--- src/rtl/lab2_decoder_5bit_seq.sv ---
// ---------------------------------------------------------------------------
// lab2_decoder_5bit_seq : rebuilds a 5-bit vector from a stream of priority-encoder tokens
// Revision 1.0
// ---------------------------------------------------------------------------
`default_nettype none

module lab2_decoder_5bit_seq #(
    parameter int N          = 5,
    parameter int AW         = 3,
    parameter int MAX_TOKENS = 5
) (
    input  logic          clk,
    input  logic          rst,
    input  logic          in_valid,
    output logic          in_ready,
    input  logic [AW-1:0] A,
    input  logic          V,
    input  logic          last,
    input  logic          out_ready,
    output logic [0:N-1]  D_out,
    output logic          out_valid,
    output logic          err,
    output logic [AW-1:0] count
);

    localparam int TW = $clog2(MAX_TOKENS + 1);

    localparam logic [1:0] S_IDLE    = 2'd0;
    localparam logic [1:0] S_COLLECT = 2'd1;
    localparam logic [1:0] S_OUTPUT  = 2'd2;

    logic [1:0]    state_q, state_d;
    logic [0:N-1]  acc_q, acc_d;
    logic [AW-1:0] cnt_q, cnt_d;
    logic          err_q, err_d;
    logic [TW-1:0] tok_q, tok_d;
    logic [0:N-1]  dout_q;
    logic [AW-1:0] cnt_out_q;
    logic          err_out_q;

    logic          accept;
    logic [0:N-1]  mask;
    logic          new_bit;
    logic          bad_index;
    logic          limit_hit;
    logic          close;
    logic          forced;

    // Token decode; codes at or beyond N never reach the accumulator.
    always_comb begin
        mask = '0;
        for (int k = 0; k < N; k++) begin
            if (V && (A == AW'(k))) begin
                mask[k] = 1'b1;
            end
        end
    end

    assign accept    = in_valid & in_ready;
    assign bad_index = V & ({1'b0, A} >= (AW + 1)'(N));
    assign new_bit   = |(mask & ~acc_q);
    assign acc_d     = acc_q | mask;
    assign cnt_d     = cnt_q + {{(AW - 1){1'b0}}, new_bit};
    assign tok_d     = tok_q + TW'(1);
    assign limit_hit = (tok_d == TW'(MAX_TOKENS));
    assign close     = last | limit_hit;
    assign forced    = limit_hit & ~last;
    assign err_d     = err_q | bad_index;

    always_ff @(posedge clk) begin
        if (rst) begin
            state_q <= S_IDLE;
        end else begin
            state_q <= state_d;
        end
    end

    always_comb begin
        state_d = state_q;
        case (state_q)
            S_IDLE, S_COLLECT: begin
                if (accept) begin
                    state_d = close ? S_OUTPUT : S_COLLECT;
                end
            end
            S_OUTPUT: begin
                if (out_ready) begin
                    state_d = S_IDLE;
                end
            end
            default: state_d = S_IDLE;
        endcase
    end

    always_comb begin
        in_ready  = (state_q != S_OUTPUT);
        out_valid = (state_q == S_OUTPUT);
    end

    // The closing token is folded into the result register in the same edge
    // that closes the frame, so the accumulator is free for the next frame.
    always_ff @(posedge clk) begin
        if (rst) begin
            acc_q     <= '0;
            cnt_q     <= '0;
            err_q     <= 1'b0;
            tok_q     <= '0;
            dout_q    <= '0;
            cnt_out_q <= '0;
            err_out_q <= 1'b0;
        end else if (accept) begin
            if (close) begin
                dout_q    <= acc_d;
                cnt_out_q <= cnt_d;
                err_out_q <= err_d | forced;
                acc_q     <= '0;
                cnt_q     <= '0;
                err_q     <= 1'b0;
                tok_q     <= '0;
            end else begin
                acc_q <= acc_d;
                cnt_q <= cnt_d;
                err_q <= err_d;
                tok_q <= tok_d;
            end
        end else if ((state_q == S_OUTPUT) && out_ready) begin
            dout_q    <= '0;
            cnt_out_q <= '0;
            err_out_q <= 1'b0;
        end
    end

    assign D_out = dout_q;
    assign count = cnt_out_q;
    assign err   = err_out_q;

endmodule

`default_nettype wire

--- config.mk ---
export PLATFORM = sky130hd
export DESIGN_NAME = lab2_decoder_5bit_seq
export DESIGN_NICKNAME = d
export VERILOG_FILES = /design/src/rtl/lab2_decoder_5bit_seq.sv
export SDC_FILE = /design/constraint.sdc
export NUM_CORES = 1
export LEC_CHECK = 0
export CAP_MARGIN = 40
export CORE_MARGIN = 4
export CORE_UTILIZATION = 40
export CTS_CLUSTER_SIZE = 20
export DETAILED_ROUTE_END_ITERATION = 8
export GPL_ROUTABILITY_DRIVEN = 0
export HOLD_SLACK_MARGIN = 0.12
export PLACE_DENSITY = 0.69
export SLEW_MARGIN = 40
export SYNTH_ARGS = -nofsm -noshare
export SYNTH_HDL_FRONTEND = slang
export SYNTH_SLANG_ARGS = --single-unit
--- constraint.sdc ---
create_clock -name clk -period 3 [get_ports clk]
set_clock_uncertainty 0.15 [all_clocks]
set_input_delay 0.9 -clock clk [delete_from_list [all_inputs] [get_ports clk]]
set_output_delay 0.9 -clock clk [all_outputs]
set_load 0.03 [all_outputs]
# Word-level counts from Yosys, hierarchy flattened
# Cells that the tools add are included.
# classes
n_addsub,2
n_lt_le_gt_ge,1
n_eq_ne,11
muxes,22
bitwise,10
n_reduce_logical,13
# ops
op,count
5-bit two-way mux,4
3-bit two-way mux,5
1-bit two-way mux,9
3-bit by 2-bit == test with 1-bit output (second input constant),2
3-bit == test (second input constant),2
1-bit logical AND,6
2-bit two-way mux,3
2-bit != test (second input constant),3
5-bit AND,1
5-bit inverter,1
5-bit OR,1
5-bit OR reduction,1
2-bit case mux with 2 select lines,1
2-bit AND reduction,2
3-bit by 1-bit adder with 3-bit output,1
3-bit by 1-bit adder with 3-bit output (second input constant),1
1-bit AND,3
3-bit by 1-bit == test with 1-bit output (second input constant),1
3-bit greater-or-equal comparator (second input constant),1
3-bit logical NOT,1
1-bit OR,3
2-bit by 1-bit == test with 1-bit output (second input constant),1
2-bit == test (second input constant),1
2-bit logical NOT,1
other kinds (4),4
# totals
register_bits,23
input_bits,9
output_inout_bits,11
wordCells,67

# Longest topological paths before layout
# depth
ltp_word,8
ltp_mapped,9
depth_no_buf,8

# Worst setup path before layout
# No wires, ideal clock.
# synth_path
kind,input to register
startpoint,input port A[0]
endpoint,register cnt_out_q[2] (netlist: count[2])
setup_ns,0.070
arrival_ns,2.480
required_ns,2.780
path_slack_ns,0.300
path_stages,8
n_path_buf,1
path_cell_list,buf_2 > mux4_2 > o22ai_1 > ha_1 > ha_1 > xnor2_1 > or3_1 > a21oi_1
# synth_via
elab_chain_cells,8
elab_cells_between_ends,20
classes_between,1 x add/sub; 4 x eq/ne; 7 x mux; 1 x bitwise; 7 x reduce/logical
# synth_rtl
item,line,rtl
from (decl),16,"input logic [AW-1:0] A,"
3-bit == test (tied with other cells),53,if (V && (A == AW'(k))) begin
1-bit logical AND,53,
1-bit two-way mux,53,
5-bit AND *,61,assign new_bit = |(mask & ~acc_q);
5-bit OR reduction *,61,
3-bit by 1-bit adder with 3-bit output *,63,"assign cnt_d = cnt_q + {{(AW - 1){1'b0}}, new_bit};"
3-bit two-way mux *,112,if (close) begin
3-bit two-way mux *,111,end else if (accept) begin
to (signal assigned),114,cnt_out_q <= cnt_d;
to (decl),38,logic [AW-1:0] cnt_out_q;
# Mark *: on every way between the ends. The rest lies on a longest branch, timed or not. The select of a mux whose other input is x is not followed.
# A chain may end at the register's enable or synchronous reset.

# Final worst setup path
# Ends and elaborated chain as after synthesis.

==> flow_metrics.tcl <==
set metrics [dict create \
    fin_crit_ns 2.814 \
    worst_slew_pin_slew_ns 0.5383 \
    p_clk_share_pct 26.7 \
    power.internal_uw 403.6 \
    rows 18 \
    setup_violations 0 \
    rsz0062_at_grt "no" \
    cts_sinks 23 \
    drv_cap 0 \
    ant_nets 0 \
    combPwrFrac_pct 16.0 \
    synthCells 115 \
    yosys.cell_types.count 33 \
    worst-path-buf-inv 1 \
    nets 151 \
    clock_latency_ns 0.32 \
    mostFrequentLayoutCells "dfxtp_1 (23), clkdlybuf4s50_1 (19), nor2_1 (14)" \
    slew_headroom_pct 64.11 \
    cts_tree "done" \
    grt_max_degree 14 \
    cpPeakStageDelay_ns 0.51 \
    portBuffers 19 \
    cp_max_fo 2 \
    power_density_mw_per_mm2 432.5 \
    cts-resized-gates 0 \
    synth-edff-count 0 \
    track_usage_pct 14.09 \
    slowest_stage "clkdlybuf4s50_1" \
    p_sw_share_pct 27.74 \
    firstDrtPassIters 2 \
    startpoint "A[0]" \
    startpoint_type "primary input" \
    ir_drop_mv 0.2671 \
    hold_viol 0 \
    numCtsBuffers 3 \
    crit_path_end_kind "flop" \
    vias 879 \
    cts_buffer_depth 2 \
    drt-initial-drc-count 14 \
    synth_top_area_share_pct 44.28 \
    p_leak_uw 0.0004949 \
    critical-path-top-delay-family "buffers and inverters" \
    timing_max_transition_violations_final 0 \
    nFillCells 255 \
    clkTransAtPathRegs_ns 0.13 \
    critPathKind "primary input to flop" \
    yosysWarnings 0 \
    seq_power_share_pct 57.3 \
    fin_util_pct 52.12 \
    die_h_um 58.99 \
    drive_above_1_share_pct 8.759 \
    synthArstFlopShare_pct 0 \
    grt_pass1_wl_um 3739 \
    synth_area_mm2 0.001040 \
    wl_per_cell_um 12.95 \
    status "complete, no violations" \
    cp_cell_sequence "clkdlybuf4s50_1 -> mux4_2 -> o22ai_1 -> ha_1 -> ha_1 -> xnor2_1 -> or3_1 -> a21oi_1" \
    timing.final.crit_share_pct 93.81 \
    worst_path_most_repeated_cell "ha_1" \
    ctsHoldBuffers 0 \
    netSwitchingPower_uw 154.9 \
    rr_startpoint "tok_q[0]$_SDFFE_PP0P_" \
    synth_flop_cell "dfxtp_1" \
    cts-root-buf "clkbuf_4" \
    hp-start "state_q[1]$_SDFFE_PP0P_" \
    required_ns 3.10 \
    antenna_found_initial 0 \
    final_common_cell "dfxtp_1" \
    core_area_mm2 0.002477 \
    grt_pass1_vias 874 \
    ys_seq_area_share_pct 44.28 \
    finalSetupTns_ns 0 \
    hp-class "flop to flop" \
    cts_setup_buffers 0 \
    dieWidth_um 58.99 \
    syn_nets 128 \
    synth_seq_cells 23 \
    syn_avg_cell_area_um2 9.041 \
    diodes 0 \
    place_ws_ns -0.1593 \
    overflow 0 \
    routed_via_density 5.263 \
    yosysTopAreaCell "dfxtp_1" \
    max_freq_ghz 0.3553 \
    dp.final_hpwl_um 1601 \
    fp.dieArea_mm2 0.003479 \
    areaGrowthSynthToFinish_pct 24.19 \
    synth_area_leaders "dfxtp_1 (44%), a21oi_1 (5.8%), nor2_1 (5.1%), ha_1 (4.8%), o2bb2ai_1 (4.2%)" \
    worst-endpoint-arrival_ns 2.92 \
    initial_core_util_pct 41.97 \
    drc 0 \
    ios 20 \
    htreeDepth 1 \
    worst_slack_ns 0.1857 \
    wl_um 2163 \
]
-- power groups by stage --
stage               sequential (µW)  clock [µW]  combinational [µW]
floorplan                       331           0                52.5
global placement                326           0                88.3
detailed placement              327           0                90.0
CTS                             320         153                90.2
global route                    321         168                99.4
finish                          320         149                89.4
-- worst reg2reg max path: stages (launching register included) --
cell	delay, ns
dfxtp_1	0.36
ha_1	0.23
xor2_1	0.14
a21oi_1	0.46
buf_4	0.22
o21a_1	0.27
o2bb2ai_1	0.15
-- final cells by class --
type,count,area [µm²],share of cell area [%]
Timing Repair Buffer,25,235.2,18.22
Tap cell,30,37.54,2.907
Clock buffer,3,22.52,1.744
Sequential cell,23,460.4,35.66
Clock inverter,1,5.005,0.3876
Multi-Input combinational cell,81,515.5,39.92
Inverter,4,15.01,1.163
-- synth_stat cells, types with 2 or more instances --
library cell   n
inv_1          4
dfxtp_1       23
and3_1         2
nand3b_1       2
o2bb2ai_1      5
o211ai_1       3
nor2_1        14
nand2b_1       2
buf_2          3
ha_1           4
buf_6          2
nand2_1        9
nand3_1        3
or3_1          2
a21oi_1       12
xor2_1         3
xnor2_1        2
nor3_1         2
a31oi_1        4
-- logic make-up after synthesis --
group | Yosys count | synth area share (%)
simple gates | 39 | 17.57
compound gates | 31 | 19.86
flops | 23 | 44.28
buf+inv | 11 | 6.136
xor+xnor | 5 | 4.213
fa+ha+maj | 4 | 4.814
mux | 2 | 3.129
-- flip-flops by register name (all words and copies together), names as in the netlist --
register,flops
count,3
acc_q,5
cnt_q,3
err,1
err_q,1
D_out,5
tok_q,3
state_q,2
-- metal layers --
| layer | part of all wire, % | vias to the layer above | GRT usage [%] | wire [µm] |
|---|---|---|---|---|
| met4 | 1.9 | 0 | 6.796 | 41 |
| met3 | 2.0 | 4 | 1.961 | 43 |
| met1 | 49 | 410 | 17.77 | 1059 |
| met2 | 47 | 11 | 23.50 | 1018 |
| met5 | 0 | - | 0 | 0 |
| li1 | - | 454 | - | - |
-- worst paths after layout --
kind | endpoint | slack, ns | cells after the start
setup / recovery | count[2]$_SDFFE_PP0P_ | 0.19 | 8
hold / removal | state_q[0]$_SDFFE_PP0P_ | 0.32 | 1
setup reg to reg | D_out[2]$_SDFFE_PP0P_ | 0.94 | 6
hold reg to reg | state_q[0]$_SDFFE_PP0P_ | 0.32 | 1
-- stage by stage --
stage	area (µm²)	total power, µW	hold WS [ns]	cells
4_1_cts	1291	563.2	0.3176	167
5_1_grt	1291	588.2	0.3494	167
6_report	1291	558.5	0.3228	167
2_1_floorplan	1040	383.0	0.2764	115
3_3_place_gp	1264	414.4	0.2859	163
3_5_place_dp	1264	416.7	0.2952	163
No activity file was read; power rests on OpenSTA's default activity.
==> patch 1 (same flow settings) <==
`AW`: 3 -> 4.
--- a/src/rtl/lab2_decoder_5bit_seq.sv
+++ b/src/rtl/lab2_decoder_5bit_seq.sv
@@ -6,7 +6,7 @@
 
 module lab2_decoder_5bit_seq #(
     parameter int N          = 5,
-    parameter int AW         = 3,
+    parameter int AW         = 4,
     parameter int MAX_TOKENS = 5
 ) (
     input  logic          clk,
Interface: changed (resized A and count); port bits go from 20 to 22. The function was not compared with the original's and may differ.
==> patch 1 against the unedited design <==
  * Area after synthesis rose by 20%
  * Total power grew 12%
  * Global-route usage grew 1.3 points
  * Wire length rose by 36%
  * Highest routed layer unchanged
  * Non-clock buffer count is 13 higher
  * Synthesized cell count up 22%
  * Worst setup slack worse by 0.076 ns
  * Clock power rose by 14%
  * Core utilization grew 2.1 points
  * Final area is 27% higher
  * Count of clock-buffer cells in the layout unchanged
  * Sequential cell count increased by 2
==> patch 1: results (changes against the unedited design) <==
| Metric | Value |
|---|---|
| Gr usage total | 0.154 (was 0.141) |
| Avg Cell Area, Syn | 8.92 um^2 (was 9.04 um^2) |
| Crit Path Max Fanout | 5 (was 2) |
| Syn_nets | 154 (was 128) |
| Clock-pin slew on the worst setup and hold paths | 0.16 ns (was 0.13 ns) |
| Vias in the first global route | 1080 (was 874) |
| Synth Flop Type | dfxtp_1 (unchanged) |
| Nets | 188 (was 151) |
| Arr. time, crit path | 3.04 ns (was 2.92 ns) |
| Worst-Skew Late Latency | 0.35 ns (was 0.32 ns) |
| Worst Tran Pin Value | 0.622 ns (was 0.538 ns) |
| Crit. Startpoint | A[1] (was A[0]) |
| Clk Tree Root Cell | clkbuf_4 (unchanged) |
| WHS | 0.320 ns (was 0.323 ns) |
| Cells after DPL | 212 (was 163) |
| Dpl ws | -0.373 ns (was -0.159 ns) |
| Layout cell share with drive strength beyond 1 | 0.208 (was 0.0876) |
| Number of port buffers | 21 (was 19) |
| Largest net degree at the start of global routing | 20 (was 14) |
| R2R cell count | 6 (unchanged) |
| Global-route wire length before repair | 4950 um (was 3740 um) |
| First-pass DRT Iterations | 4 (was 2) |
| Antenna Cells | 0 (unchanged) |
| WL/cell | 13.6 um (was 13.0 um) |
| CP peak stage delay | 0.49 ns (was 0.51 ns) |
| Post-DP HPWL | 2230 um (was 1600 um) |
| Delay-heaviest family, CP | simple AND/OR/NAND/NOR gates (was buffers and inverters) |
| Critical path destination | count[3]$_SDFFE_PP0P_ (was count[2]$_SDFFE_PP0P_) |
| Sequential area share after synthesis | 0.401 (was 0.443) |
| Area after DPL | 1580 um^2 (was 1260 um^2) |
| Commonest cells post-synth | dfxtp_1, a21oi_1, o211ai_1 (was dfxtp_1, nor2_1, a21oi_1) |
| Area contributors post-synth | dfxtp_1, o211ai_1, a21oi_1 (was dfxtp_1, a21oi_1, nor2_1) |
| Post-route insts no fill | 217 (was 167) |
| Synth cell types | 37 (was 33) |
| CP max stage cell | clkdlybuf4s50_1 (unchanged) |
| Worst r2r src | tok_q[0]$_SDFFE_PP0P_ (unchanged) |
| Initial antenna violation count | 0 (unchanged) |
| Capture point of the worst reg-to-reg path | acc_q[4]$_SDFFE_PP0P_ (was D_out[2]$_SDFFE_PP0P_) |
| Status | finished, final reports clean (unchanged) |
| Leakage power | 0.637 nW (was 0.495 nW) |
| Initial drt markers | 43 (was 14) |
| Via density | 5.27 (was 5.26) |
| Max VDD drop | 0.213 mV (was 0.267 mV) |
| Fillers | 277 (was 255) |
[patch 1: changes by cell type in the layout (fill, tap and decap cells not counted), sizes merged, moves of 2 or more]
| cell | change |
|---|---|
| o211ai | +14 |
| buf | +11 |
| a21oi | +9 |
| o2bb2ai | -5 |
| a31oi | -3 |
| dlymetal6s2s | +3 |
| inv | +3 |
| dfxtp | +2 |
| nand3b | -2 |
| nor2 | -2 |
[patch 1: metal layers]
layer  GRT usage  routed length, um  vias up
met5           0                  0        -
li1            -                  -      569
met1       0.187               1360      544
met3      0.0264                 76        7
met2       0.250               1430       24
met4      0.0916                 79        0
[patch 1: power by group]
| group | internal (mW) | switching, mW | leakage (nW) |
|---|---|---|---|
| Combinational | 0.0488 | 0.0619 | 0.416 |
| Sequential | 0.340 | 0.00503 | 0.202 |
| Clock | 0.0546 | 0.116 | 0.0183 |
[patch 1: worst register-to-register path, stage by stage (launching register included)]
cell and delay [ns]:
dfxtp_1 0.41, ha_1 0.20, xor2_1 0.31, a21o_1 0.35, a21o_1 0.28, buf_4 0.22, nor2_2 0.05
[patch 1: cells by family (layout without fill, tap and decap cells)]
| kind of cell | after synthesis | count (layout) | share of synthesized area |
|---|---|---|---|
| AO/OA/AOI/OAI | 50 | 50 | 0.266 |
| AND/OR/NAND/NOR | 39 | 39 | 0.179 |
| flip-flops | 25 | 25 | 0.401 |
| XOR/XNOR | 6 | 6 | 0.0421 |
| multiplexers | 1 | 1 | 0.00802 |
| buffers and inverters | 15 | 48 | 0.0641 |
| adder cells (fa/ha/maj) | 4 | 4 | 0.0401 |
[patch 1: worst min-delay path by stage]
| stage | end | cells after the start | startpoint |
|---|---|---|---|
| after CTS | state_q[0]$_SDFFE_PP0P_ | 1 | state_q[1]$_SDFFE_PP0P_ |
| after detailed placement | state_q[0]$_SDFFE_PP0P_ | 1 | state_q[1]$_SDFFE_PP0P_ |
| after global routing | state_q[0]$_SDFFE_PP0P_ | 1 | state_q[1]$_SDFFE_PP0P_ |
| after global placement | state_q[0]$_SDFFE_PP0P_ | 1 | state_q[1]$_SDFFE_PP0P_ |
| final | state_q[0]$_SDFFE_PP0P_ | 1 | state_q[1]$_SDFFE_PP0P_ |
| after floorplan | state_q[0]$_SDFFE_PP0P_ | 1 | state_q[1]$_SDFFE_PP0P_ |
[patch 1: repair_timing]
item	CTS	global route
endpoints found under the setup margin	1	2
pin swaps	0	1
gates resized for setup	1	6
buffers inserted	0	1
[patch 1: area by class of cell]
cell class	count	area [um^2]	share of cell area
sequential	25	500	0.305
inverter	6	22.5	0.0137
multi-input combinational	100	686	0.418
clock buffer	3	22.5	0.0137
tap	44	55.1	0.0336
clock inverter	1	8.76	0.00534
timing repair buffer	38	345	0.211
==> patch 2 (same flow settings) <==
Made on the original files. Put one more register stage on the output `count`. The value now appears one clock later. The other outputs are not delayed to match.
--- a/src/rtl/lab2_decoder_5bit_seq.sv
+++ b/src/rtl/lab2_decoder_5bit_seq.sv
@@ -131,7 +131,9 @@
     end
 
     assign D_out = dout_q;
-    assign count = cnt_out_q;
+    always_ff @(posedge clk) begin
+        count <= cnt_out_q;
+    end
     assign err   = err_out_q;
 
 endmodule
Behaviour: not the same (Yosys sat finds a counterexample within 4 cycles, from zero or initial values and one cycle with rst high).
==> patch 2 against the unedited design <==
  * Worst setup slack lost 0.023 ns
  * Core utilization decreased by 0.52 points
  * Final area up 12%
  * Critical endpoint is now cnt_out_q[2]$_SDFFE_PP0P_
  * Die area up 13%
  * Sequential cell count up 3
  * Total power is 7.5% higher
  * Worst hold slack got worse by 0.12 ns
  * Critical path depth is 1 higher
  * Area after synthesis up 15%
  * Final cell count rose by 9.0%
  * Wire length up 11%
  * Highest routed layer unchanged
  * Largest cell class unchanged
==> patch 2: results (changes against the unedited design) <==
| Metric | Value |
|---|---|
| Status | finished, final reports clean (unchanged) |
| Area after DPL | 1430 um^2 (was 1260 um^2) |
| Post-synthesis cell count | 130 (was 115) |
| Post-DP HPWL | 1810 um (was 1600 um) |
| Synth cell types | 31 (was 33) |
| Final WL | 2410 um (was 2160 um) |
| CP max stage cell | mux4_2 (was clkdlybuf4s50_1) |
| GR Util met3 | 0.0324 (was 0.0196) |
| Fillers | 263 (was 255) |
| Met2 usage | 0.214 (was 0.235) |
| Max VDD drop | 0.279 mV (was 0.267 mV) |
| Register area | 520 um^2 (was 460 um^2) |
| Leakage power | 0.540 nW (was 0.495 nW) |
| Met1 Resource Use GR | 0.167 (was 0.178) |
| Global-route wire length before repair | 4220 um (was 3740 um) |
| Area contributors post-synth | dfxtp_1, a21oi_1, a211o_1 (was dfxtp_1, a21oi_1, nor2_1) |
| Syn_nets | 143 (was 128) |
| First-pass DRT Iterations | 4 (was 2) |
| Dpl ws | -0.189 ns (was -0.159 ns) |
| Initial drt markers | 39 (was 14) |
| Layout cell share with drive strength beyond 1 | 0.0993 (was 0.0876) |
| Cell-internal power | 0.443 mW (was 0.404 mW) |
| Post-route insts no fill | 182 (was 167) |
| Sequential area share after synthesis | 0.435 (was 0.443) |
| Gr usage total | 0.130 (was 0.141) |
| Nets | 166 (was 151) |
| Vias in the first global route | 933 (was 874) |
| Slew HR | 0.706 (was 0.641) |
| Delay-heaviest family, CP | multiplexers (was buffers and inverters) |
## patch 2: cell count changes after synthesis, sizes merged, moves of 2 or more
cell	delta
a211o	+9
o211ai	+6
a21oi	+5
o2bb2ai	-5
dfxtp	+3
inv	+3
and3	-2
clkbuf	+2
nor2	-2
nor2b	+2
o21ai	+2
or3	-2
## patch 2: kinds of logic after synthesis
family	share of synthesized area
compound gates	0.261
simple gates	0.121
flops	0.435
buf+inv	0.0773
xor+xnor	0.0366
fa+ha+maj	0.0418
mux	0.0272
## patch 2: path summary, 6_finish.rpt
| check | from | endpoint | slack (ns) | cells after the start |
|---|---|---|---|---|
| min reg2reg | cnt_out_q[0]$_SDFFE_PP0P_ | count[0]$_DFF_P_ | 0.20 | 0 |
| max | A[1] | cnt_out_q[2]$_SDFFE_PP0P_ | 0.16 | 9 |
| max reg2reg | acc_q[0]$_SDFFE_PP0P_ | cnt_out_q[2]$_SDFFE_PP0P_ | 0.93 | 8 |
| min | cnt_out_q[0]$_SDFFE_PP0P_ | count[0]$_DFF_P_ | 0.20 | 0 |
## patch 2: area by class of cell
type / count / area share
timing repair buffer: 27 / 0.173
inverter: 8 / 0.0216
sequential: 26 / 0.360
clock buffer: 3 / 0.0156
tap: 31 / 0.0268
multi-input combinational: 87 / 0.404
## patch 2: power by group through the flow
stage / Sequential (mW) / Combinational (mW) / Clock (mW)
after detailed placement: 0.368 / 0.0979 / 0
after global routing: 0.361 / 0.108 / 0.161
after floorplan: 0.371 / 0.0582 / 0
after global placement: 0.367 / 0.0971 / 0
final: 0.360 / 0.0981 / 0.143
after CTS: 0.360 / 0.0984 / 0.150
## patch 2: metal layers
metal | wire (um) | part of all wire
met1 | 1080 | 0.45
met2 | 1200 | 0.50
met3 | 100 | 0.042
met4 | 26 | 0.011
met5 | 0 | 0
